### src/rtl/sort_pkg.sv
// Shared definitions for the 8-byte selection sorter and its stream controller.
// Contents:
//   DW, AW, DEPTH - byte width, sorter address width and bytes per batch
//   TIMEOUT       - default sort watchdog limit, in SORT-state cycles
//   state_t       - stream controller FSM states
package sort_pkg;

    localparam int DW      = 8;
    localparam int AW      = 3;
    localparam int DEPTH   = 1 << AW;
    localparam int TIMEOUT = 255;

    typedef enum logic [2:0] {
        LOAD   = 3'd0,
        KICK   = 3'd1,
        SETTLE = 3'd2,
        SORT   = 3'd3,
        RADDR  = 3'd4,
        RDATA  = 3'd5
    } state_t;

endpackage

### src/rtl/sort_stream_ctrl.sv
// Stream front/back end for the 8-byte selection sorter.
// The block collects DEPTH bytes from a valid/ready source and writes them into
// the sorter RAM. It then pulses start and waits for the sorter to finish. Last,
// it reads the sorted bytes back and sends them out in ascending order, one byte
// every two cycles.
// Ports:
//   clk, nrst              clock and synchronous active-low reset
//   in_valid/in_ready      input byte handshake, in_data carries the byte
//   out_valid/out_ready    output byte handshake, out_data carries the sorted byte,
//                          and out_last marks the final byte of the batch
//   busy                   high whenever the controller is not in LOAD
//   err                    sticky sort-timeout flag, cleared only by reset
//   s_start, s_wr, s_addr, s_datain   drives to the sorter user port
//   s_ready, s_dataout                sorter status and synchronous read data
module sort_stream_ctrl #(
    parameter int DW      = sort_pkg::DW,
    parameter int AW      = sort_pkg::AW,
    parameter int TIMEOUT = sort_pkg::TIMEOUT
) (
    input  logic          clk,
    input  logic          nrst,
    input  logic          in_valid,
    output logic          in_ready,
    input  logic [DW-1:0] in_data,
    output logic          out_valid,
    input  logic          out_ready,
    output logic [DW-1:0] out_data,
    output logic          out_last,
    output logic          busy,
    output logic          err,
    output logic          s_start,
    output logic          s_wr,
    output logic [AW-1:0] s_addr,
    output logic [DW-1:0] s_datain,
    input  logic          s_ready,
    input  logic [DW-1:0] s_dataout
);

    import sort_pkg::*;

    localparam int            TW       = $clog2(TIMEOUT + 1);
    // The last SORT cycle that may still wait for the sorter. This gives
    // TIMEOUT SORT cycles in total before err is raised.
    localparam logic [TW-1:0] TMR_LAST = TW'(TIMEOUT - 1);
    localparam logic [AW-1:0] LAST_IDX = '1;

    state_t          state, state_nxt;
    logic [AW-1:0]   cnt, cnt_nxt;
    logic [TW-1:0]   tmr, tmr_nxt;
    logic            err_nxt;
    logic            out_valid_nxt;
    logic            out_last_nxt;
    logic [DW-1:0]   out_data_nxt;

    // Next-state logic and sorter-side drives
    always_comb begin
        state_nxt     = state;
        cnt_nxt       = cnt;
        tmr_nxt       = tmr;
        err_nxt       = err;
        out_valid_nxt = out_valid;
        out_last_nxt  = out_last;
        out_data_nxt  = out_data;
        in_ready      = 1'b0;
        s_wr          = 1'b0;
        s_start       = 1'b0;

        case (state)
            LOAD: begin
                // Gating with nrst keeps the source from handing over a byte
                // that the reset would discard anyway.
                in_ready = s_ready & nrst;
                if (in_valid && in_ready) begin
                    s_wr    = 1'b1;
                    cnt_nxt = cnt + 1'b1;
                    if (cnt == LAST_IDX) begin
                        state_nxt = KICK;
                    end
                end
            end
            KICK: begin
                s_start   = 1'b1;
                state_nxt = SETTLE;
            end
            SETTLE: begin
                // The sorter has not dropped ready yet, so it is not sampled here.
                state_nxt = SORT;
            end
            SORT: begin
                if (s_ready) begin
                    tmr_nxt   = '0;
                    state_nxt = RADDR;
                end else if (tmr == TMR_LAST) begin
                    // Give up on this batch. The sorter is left to finish, and
                    // LOAD stays closed until it reports ready again.
                    err_nxt   = 1'b1;
                    tmr_nxt   = '0;
                    cnt_nxt   = '0;
                    state_nxt = LOAD;
                end else begin
                    tmr_nxt = tmr + 1'b1;
                end
            end
            RADDR: begin
                out_data_nxt  = s_dataout;
                out_valid_nxt = 1'b1;
                out_last_nxt  = (cnt == LAST_IDX);
                state_nxt     = RDATA;
            end
            RDATA: begin
                if (out_ready) begin
                    out_valid_nxt = 1'b0;
                    out_last_nxt  = 1'b0;
                    cnt_nxt       = cnt + 1'b1;
                    state_nxt     = (cnt == LAST_IDX) ? LOAD : RADDR;
                end
            end
            default: begin
                state_nxt = LOAD;
            end
        endcase

        // The sorter RAM returns data one cycle after the address. On the
        // accepting RDATA cycle, the next index is already presented. Its byte
        // is therefore on s_dataout during RADDR and is captured on entry to
        // RDATA. While stalled, the address stays at cnt.
        s_addr   = (state == RDATA) ? cnt_nxt : cnt;
        s_datain = in_data;
        busy     = (state != LOAD);
    end

    // State, counters and output registers
    always_ff @(posedge clk) begin
        if (!nrst) begin
            state     <= LOAD;
            cnt       <= '0;
            tmr       <= '0;
            err       <= 1'b0;
            out_valid <= 1'b0;
            out_last  <= 1'b0;
            out_data  <= '0;
        end else begin
            state     <= state_nxt;
            cnt       <= cnt_nxt;
            tmr       <= tmr_nxt;
            err       <= err_nxt;
            out_valid <= out_valid_nxt;
            out_last  <= out_last_nxt;
            out_data  <= out_data_nxt;
        end
    end

endmodule
### config.mk
export PLATFORM = sky130hd
export DESIGN_NAME = sort_stream_ctrl
export DESIGN_NICKNAME = d
export VERILOG_FILES = /design/src/rtl/sort_pkg.sv /design/src/rtl/sort_stream_ctrl.sv
export SDC_FILE = /design/constraint.sdc
export NUM_CORES = 1
export LEC_CHECK = 0
export ABC_AREA = 1
export CAP_MARGIN = 30
export CORE_MARGIN = 1.5
export CORE_UTILIZATION = 48
export CTS_CLUSTER_SIZE = 12
export DETAILED_ROUTE_END_ITERATION = 16
export GPL_ROUTABILITY_DRIVEN = 0
export PLACE_DENSITY = 0.84
export SYNTH_ARGS = -nofsm -noshare
export SYNTH_HDL_FRONTEND = slang
export SYNTH_SLANG_ARGS = --single-unit
### constraint.sdc
create_clock -name clk -period 3.5 [get_ports clk]
set_clock_uncertainty 0.2 [all_clocks]
set_input_delay 0.7 -clock clk [delete_from_list [all_inputs] [get_ports clk]]
set_output_delay 0.7 -clock clk [all_outputs]
set_load 0.02 [all_outputs]
==> results of run 1 <==
==> flip-flops by register name (all words and copies together), names as in the netlist <==
register	cells
cnt	3
err	1
out_data	8
out_last	1
out_valid	1
state	3
tmr	8
==> where the power goes <==
part	switching [mW]	internal, mW
clock	0.0868	0.0446
sequential	0.00894	0.288
combinational	0.0481	0.0408
==> routing by layer <==
layer / track usage [%] / vias to the layer above
met5: 0 / -
met4: 7.973 / 0
met3: 3.687 / 4
met2: 27.24 / 18
met1: 23.69 / 535
li1: - / 644
==> cells by family (layout without fill, tap and decap cells) <==
group | after synthesis | after routing | synth area share [%]
buffers and inverters | 30 | 52 | 12.25
adders and majority gates | 4 | 4 | 3.604
xor gates and xnor gates | 4 | 4 | 2.523
DFF | 25 | 25 | 36.04
and+or+nand+nor | 91 | 91 | 30.99
AOI/OAI and AO/OA | 36 | 36 | 14.59
==> layout make-up <==
type,instances,area (µm²),area share (%)
clock buffer,4,26.28,1.585
inverter,17,66.31,4.000
multi-input combinational,135,718.2,43.32
sequential,25,500.5,30.19
tap,31,38.79,2.340
timing repair buffer,31,307.8,18.57
==> worst min-delay path: stages (launching register included) <==
cell and delay [ns]:
dfxtp_1 0.33, nand2_1 0.06, a21oi_1 0.05
==> worst paths after layout <==
path / to / from / slack (ns)
setup / recovery: s_addr[2] / out_ready / 0.24
hold / removal: tmr[7]$_SDFFE_PN0P_ / tmr[7]$_SDFFE_PN0P_ / 0.27
setup reg to reg: tmr[1]$_SDFFE_PN0P_ / state[0]$_SDFFE_PN0P_ / 1.78
hold reg to reg: tmr[7]$_SDFFE_PN0P_ / tmr[7]$_SDFFE_PN0P_ / 0.27
==> metrics by stage <==
step	util [%]	instance area (µm²)	worst slack (ns)	instances	total power [mW]
finish	60.12	1658	0.2371	243	0.5176
global route	60.12	1658	0.1046	243	0.5367
CTS	60.12	1658	0.2377	243	0.5218
detailed placement	59.17	1632	0.2421	239	0.3925
global placement	59.17	1632	0.3167	239	0.3910
floorplan	-	1389	1.180	190	0.3700
==> cell usage in the layout, fill, tap and decap left out <==
master | synthesis | routed
nor2_1 | 40 | 40
nand2_1 | 34 | 34
clkdlybuf4s50_1 | 0 | 30
dfxtp_1 | 25 | 25
a21oi_1 | 15 | 15
inv_1 | 13 | 13
o21ai_0 | 13 | 13
ha_1 | 4 | 4
inv_2 | 3 | 3
nand3_4 | 3 | 3
nor2_2 | 3 | 3
nand3_1 | 3 | 3
clkbuf_4 | 0 | 3
o31ai_1 | 2 | 2
xnor2_1 | 2 | 2
nand3_2 | 2 | 2
o21ai_1 | 2 | 2
xor2_1 | 2 | 2
inv_4 | 1 | 1
nand2_4 | 1 | 1
nand2_2 | 1 | 1
a211oi_1 | 1 | 1
o21ai_2 | 1 | 1
nor2_4 | 1 | 1
nand4_1 | 1 | 1
nor3_1 | 1 | 1
a211oi_2 | 1 | 1
or2_1 | 1 | 1
a21oi_2 | 1 | 1
clkbuf_1 | 1 | 1
buf_4 | 10 | 1
==> key figures, run 1 <==
Floorplanning
  – Full die area: between 3000 and 4000 µm²
  – Io pins: 47
  – Die height: ~57 µm
  – Row count: 19
  – Placeable core area: 2758 µm²
  – Initial core utilization: about 50%
  – Die Wd: around 57 µm

Worst setup path
  – Arrival @ worst endpoint: 2.36 ns
  – Reg2Reg Depth: 5
  – Crit path kind: input port to output port
  – CP peak stage delay: approximately 0.67 ns
  – Startpoint types: input port
  – Most common cell on crit path: clkdlybuf4s50_1
  – Worst-path maximum fanout: 6
  – Slowest stage cell, crit path: clkdlybuf4s50_1
  – Worst Path Required: roughly 2.6 ns
  – WP depth: 5
  – Crit path cell chain: clkdlybuf4s50_1, inv_1, nor2_1, o31ai_1, clkdlybuf4s50_1
  – Cell family with most CP delay: buffers and inverters
  – CP Capture Type: output port
  – Worst path bufs/invs: 3

Detailed routing
  – Initial DRC count: 28
  – Post-DRT Antenna Nets: 0
  – Met2 wire len: between 1000 and 1500 µm
  – Drt pass-1 iters: 4
  – Wire length on met1: between 1000 and 1500 µm
  – Drt total wl: ~2700 µm
  – Top layer in use: met4
  – DR vias: ~1200
  – DR WL/cell: roughly 11 µm
  – DR DRC count: 0
  – Length of routed met3 wiring: roughly 100 µm
  – Via-per-instance ratio: about 4.9

GRT
  – First-pass GRT wire length: 4519 µm
  – Initial antenna violation count: 0
  – Remaining global-route overflow: 0
  – Vias in the first global route: approximately 1000
  – Total track usage: about 18%
  – Pin count of the biggest net entering global routing: 14

Timing
  – Minimum clock period: approximately 3.3 ns
  – RSZ-0062 raised after global routing: no
  – Worst-Margin Slew: approximately 0.44 ns
  – Setup TNS: 0 ns
  – Final setup fails: 0
  – Worst rel slew slack: 70.64%
  – Fin. max-slew vios: 0
  – Final Hold Fails: 0
  – Hold WS: ~0.27 ns
  – Tcrit/Tclk final: between 90% and 100%
  – Fmax: between 300 and 400 MHz

Synthesis
  – Gate Count Post-Synth: 190
  – Yosys reg bits: 25
  – Area contributors post-synth: dfxtp_1 36%, nor2_1 11%, nand2_1 9.2%
  – Post-synthesis cell area: 1389 µm²
  – Number of flops mapped to enable cells by yosys: 0
  – Count of different cell masters after synthesis: 31
  – Post-synth top flop: dfxtp_1
  – Asr flop ratio synth: 0%
  – Syn_nets: approximately 220
  – Seq/Total Area, Yosys: a little over a third
  – Commonest cells post-synth: 40 x nor2_1, 34 x nand2_1, 25 x dfxtp_1
  – Top cell type's share of synthesized area: 36.04%
  – Avg Cell Area, Syn: between 7 and 8 µm²
  – Largest area contributor in the netlist: dfxtp_1
  – Synth Warn #: 0
  – Most common cell in the netlist: nor2_1

Clock tree
  – Post-CTS sizing: 0
  – CTS Buffer Depth: 2
  – CTS Hold Buffers Added: 0
  – CTS tree: built
  – Skew-Pair Late Insertion Delay: 0.32 ns
  – Setup bufs post-CTS: 0
  – Clk slew on worst S/H paths: between 0.1 and 0.15 ns
  – CTS buffer count: 3
  – Total clock sinks: 25
  – CTS H-tree depth: 1
  – Clk root buf: clkbuf_4

Power
  – Peak VDD IR: about 0.00023 V
  – Cell area power density: about 310 nW/µm²
  – Leak: 0.6150 nW

Worst hold path
  – Worst Hold Depth: 2
  – Hold WC Path Type: flop to flop

Finish
  – Diodes inserted: 0
  – Area Growth Syn to Fin: 19.37%
  – Share of cells above drive strength 1: about a tenth
  – Nets: 238
  – Fillers: 243

Job
  – MaxCap Viol Count: 0

Place
  – Number of port buffers: 30
  – Hpwl dp: roughly 2000 µm

Status
  – Outcome: completed
(Power assumes the default switching activity.)
==> inputs of run 2 (changes only) <==
Settings changed: CAP_MARGIN 30 to not set.
Clock period 3.5 ns to 3.8 ns, I/O delays scaled along.
==> run 2 against run 1 <==
Cell area is 0.30% higher. Combinational power decreased by 8.2%. Via count grew 1.0%. Sequential cell count stayed put. Sequential power decreased by 7.7%. Register-to-register slack better by 0.30 ns. Worst setup slack improved by 0.24 ns. Highest routed layer unchanged. Die area unchanged. Wire length is 0.74% lower. Global-route usage rose by 0.36 points.
==> key figures, run 2 (synthesized netlist as in run 1, its figures left out) <==
Status
  – Outcome: completed

Finish
  – Final cell count without fillers: 243 (unchanged)
  – Biggest regs: out_data: 8 flops, tmr: 8 flops
  – Fillers: 259 (+6.6%)
  – Nets: 238 (unchanged)
  – Final core occ: 60.30% (+0.18 points)
  – Most frequent cells in the layout: 40 x nor2_1, 34 x nand2_1, 30 x clkdlybuf4s50_1
  – FF/Latch Area: 500.5 µm² (unchanged)
  – Multi-input logic area: 718.2 µm² (unchanged)
  – Area Growth Syn to Fin: 19.73%
  – Share of cells above drive strength 1: 10.85% (+0.47 points)
  – Diodes inserted: 0 (unchanged)
  – Most common cell after layout, fill and taps aside: nor2_1

Timing
  – RSZ-0062 raised after global routing: no
  – Fmax: around 300 MHz
  – Tcrit/Tclk final: between 80% and 90%
  – Minimum clock period: 3.319 ns
  – Worst rel slew slack: 70.67% (about the same)
  – Fin. max-slew vios: 0 (unchanged)
  – Worst-Margin Slew: 0.4393 ns (-0.0004264 ns)
  – Setup TNS: 0 ns (unchanged)
  – Final setup fails: 0 (unchanged)
  – Worst setup margin: 0.4807 ns (+0.2436 ns)
  – Final Hold Fails: 0 (unchanged)

Place
  – Number of port buffers: 30 (unchanged)
  – Pre-CTS setup slack: 0.4886 ns (+0.2465 ns)
  – DP Cell Count: 239 (unchanged)
  – Hpwl dp: 2043 µm (+1.0%)

Detailed routing
  – Drt pass-1 iters: 4 (unchanged)
  – DR WL/cell: 11.02 µm (-0.74%)
  – Initial DRC count: 31 (+11%)
  – Via-per-instance ratio: 4.992 (+1.0%)
  – Post-DRT Antenna Nets: 0 (unchanged)
  – DR DRC count: 0 (unchanged)
  – DR vias: 1213 (+1.0%)
  – Drt total wl: 2678 µm (-0.74%)

Worst setup path
  – CP Capture Type: output port
  – Worst-path maximum fanout: 6 (unchanged)
  – Worst Path Required: 2.84 ns (+0.24 ns)
  – Slowest stage cell, crit path: clkdlybuf4s50_1
  – Cell family with most CP delay: buffers and inverters
  – Worst path bufs/invs: 2 (-1)
  – Arrival @ worst endpoint: 2.36 ns (about the same)
  – CP peak stage delay: 0.64 ns (-0.03 ns)
  – Crit path kind: input port to output port
  – Startpoint types: input port
  – Crit path cell chain: clkdlybuf4s50_1, nor2_1, o31ai_1, clkdlybuf4s50_1
  – Most common cell on crit path: clkdlybuf4s50_1

GRT
  – Vias in the first global route: 1091 (+5.9%)
  – Remaining global-route overflow: 0 (unchanged)
  – Initial antenna violation count: 0 (unchanged)
  – Total track usage: 18.05% (+0.36 points)
  – Pin count of the biggest net entering global routing: 17 (+3)
  – First-pass GRT wire length: 4692 µm (+3.8%)

Floorplanning
  – Die Wd: 56.79 µm (unchanged)
  – Row count: 19 (unchanged)
  – Io pins: 47 (unchanged)
  – Full die area: 3225 µm² (unchanged)
  – Initial core utilization: 50.36% (unchanged)
  – Die height: 56.79 µm (unchanged)
  – Placeable core area: 2758 µm² (unchanged)

Power
  – Cell Int Power: 0.3461 mW (-7.4%)
  – Clock share of power: 26.3% (+0.9 points)
  – Leak: 0.6183 nW (+0.54%)
  – Cell area power density: 290.1 nW/µm² (-7.1%)
  – Peak VDD IR: 0.0003812 V (+67%)
  – Sequential share of power: 56.7% (-0.7 points)
  – Sw Pwr: 0.1363 mW (-5.2%)
  – Switching share of total power: 28.26% (+0.47 points)
  – Final Power: 0.4825 mW (-6.8%)
  – Comb pwr share: 16.9% (-0.3 points)

Clock tree
  – Setup bufs post-CTS: 0 (unchanged)
  – CTS buffer count: 3 (unchanged)
  – Skew-Pair Late Insertion Delay: 0.32 ns (about the same)
  – CTS Buffer Depth: 2 (unchanged)
  – Clk root buf: clkbuf_4
  – Post-CTS sizing: 0 (unchanged)
  – Total clock sinks: 25 (unchanged)
  – CTS H-tree depth: 1 (unchanged)
  – Clk slew on worst S/H paths: 0.14 ns (about the same)
  – CTS tree: built
  – CTS Hold Buffers Added: 0 (unchanged)

Job
  – MaxCap Viol Count: 0 (unchanged)

Worst hold path
  – Hold WC Path Type: flop to flop
run 2: area by class of cell:
type                       count  area share [%]
timing repair buffer          31           18.51
sequential                    25           30.10
clock inverter                 1          0.5267
tap                           31           2.333
inverter                      17           3.988
multi-input combinational    135           43.19
clock buffer                   3           1.354
run 2: worst paths after layout:
check                             start                     to  slack (ns)  cells past startpoint
hold reg to reg     tmr[7]$_SDFFE_PN0P_    tmr[7]$_SDFFE_PN0P_        0.27                      2
setup / recovery              out_ready              s_addr[1]        0.48                      4
setup reg to reg  state[0]$_SDFFE_PN0P_  state[2]$_SDFFE_PN0P_        2.08                      7
hold / removal      tmr[7]$_SDFFE_PN0P_    tmr[7]$_SDFFE_PN0P_        0.27                      2
run 2: metal layers:
layer	vias up	routed length (µm)	global-route usage, %
li1	646	-	-
met1	543	1283	23.34
met2	22	1234	29.24
met3	2	143	6.682
met4	0	17	2.990
met5	-	0	0
run 2: power by group through the flow:
stage | combinational, mW | sequential, mW | clock, mW
after floorplan | 0.0660 | 0.275 | 0
after global placement | 0.0809 | 0.279 | 0
after detailed placement | 0.0821 | 0.279 | 0
after CTS | 0.0825 | 0.274 | 0.131
after global routing | 0.0899 | 0.275 | 0.140
final | 0.0816 | 0.274 | 0.127
run 2: through the flow:
step	hold WS (ns)	area (µm²)
2_1_floorplan	0.2386	1389
4_1_cts	0.2760	1663
6_report	0.2749	1663
5_1_grt	0.3097	1663
3_3_place_gp	0.2479	1632
3_5_place_dp	0.2553	1632
run 2: worst reg2reg max path: cells and delay by family (launching register included):
| kind | cells | cell delay [ns] |
|---|---|---|
| and+or+nand+nor | 7 | 0.81 |
| DFF | 1 | 0.62 |
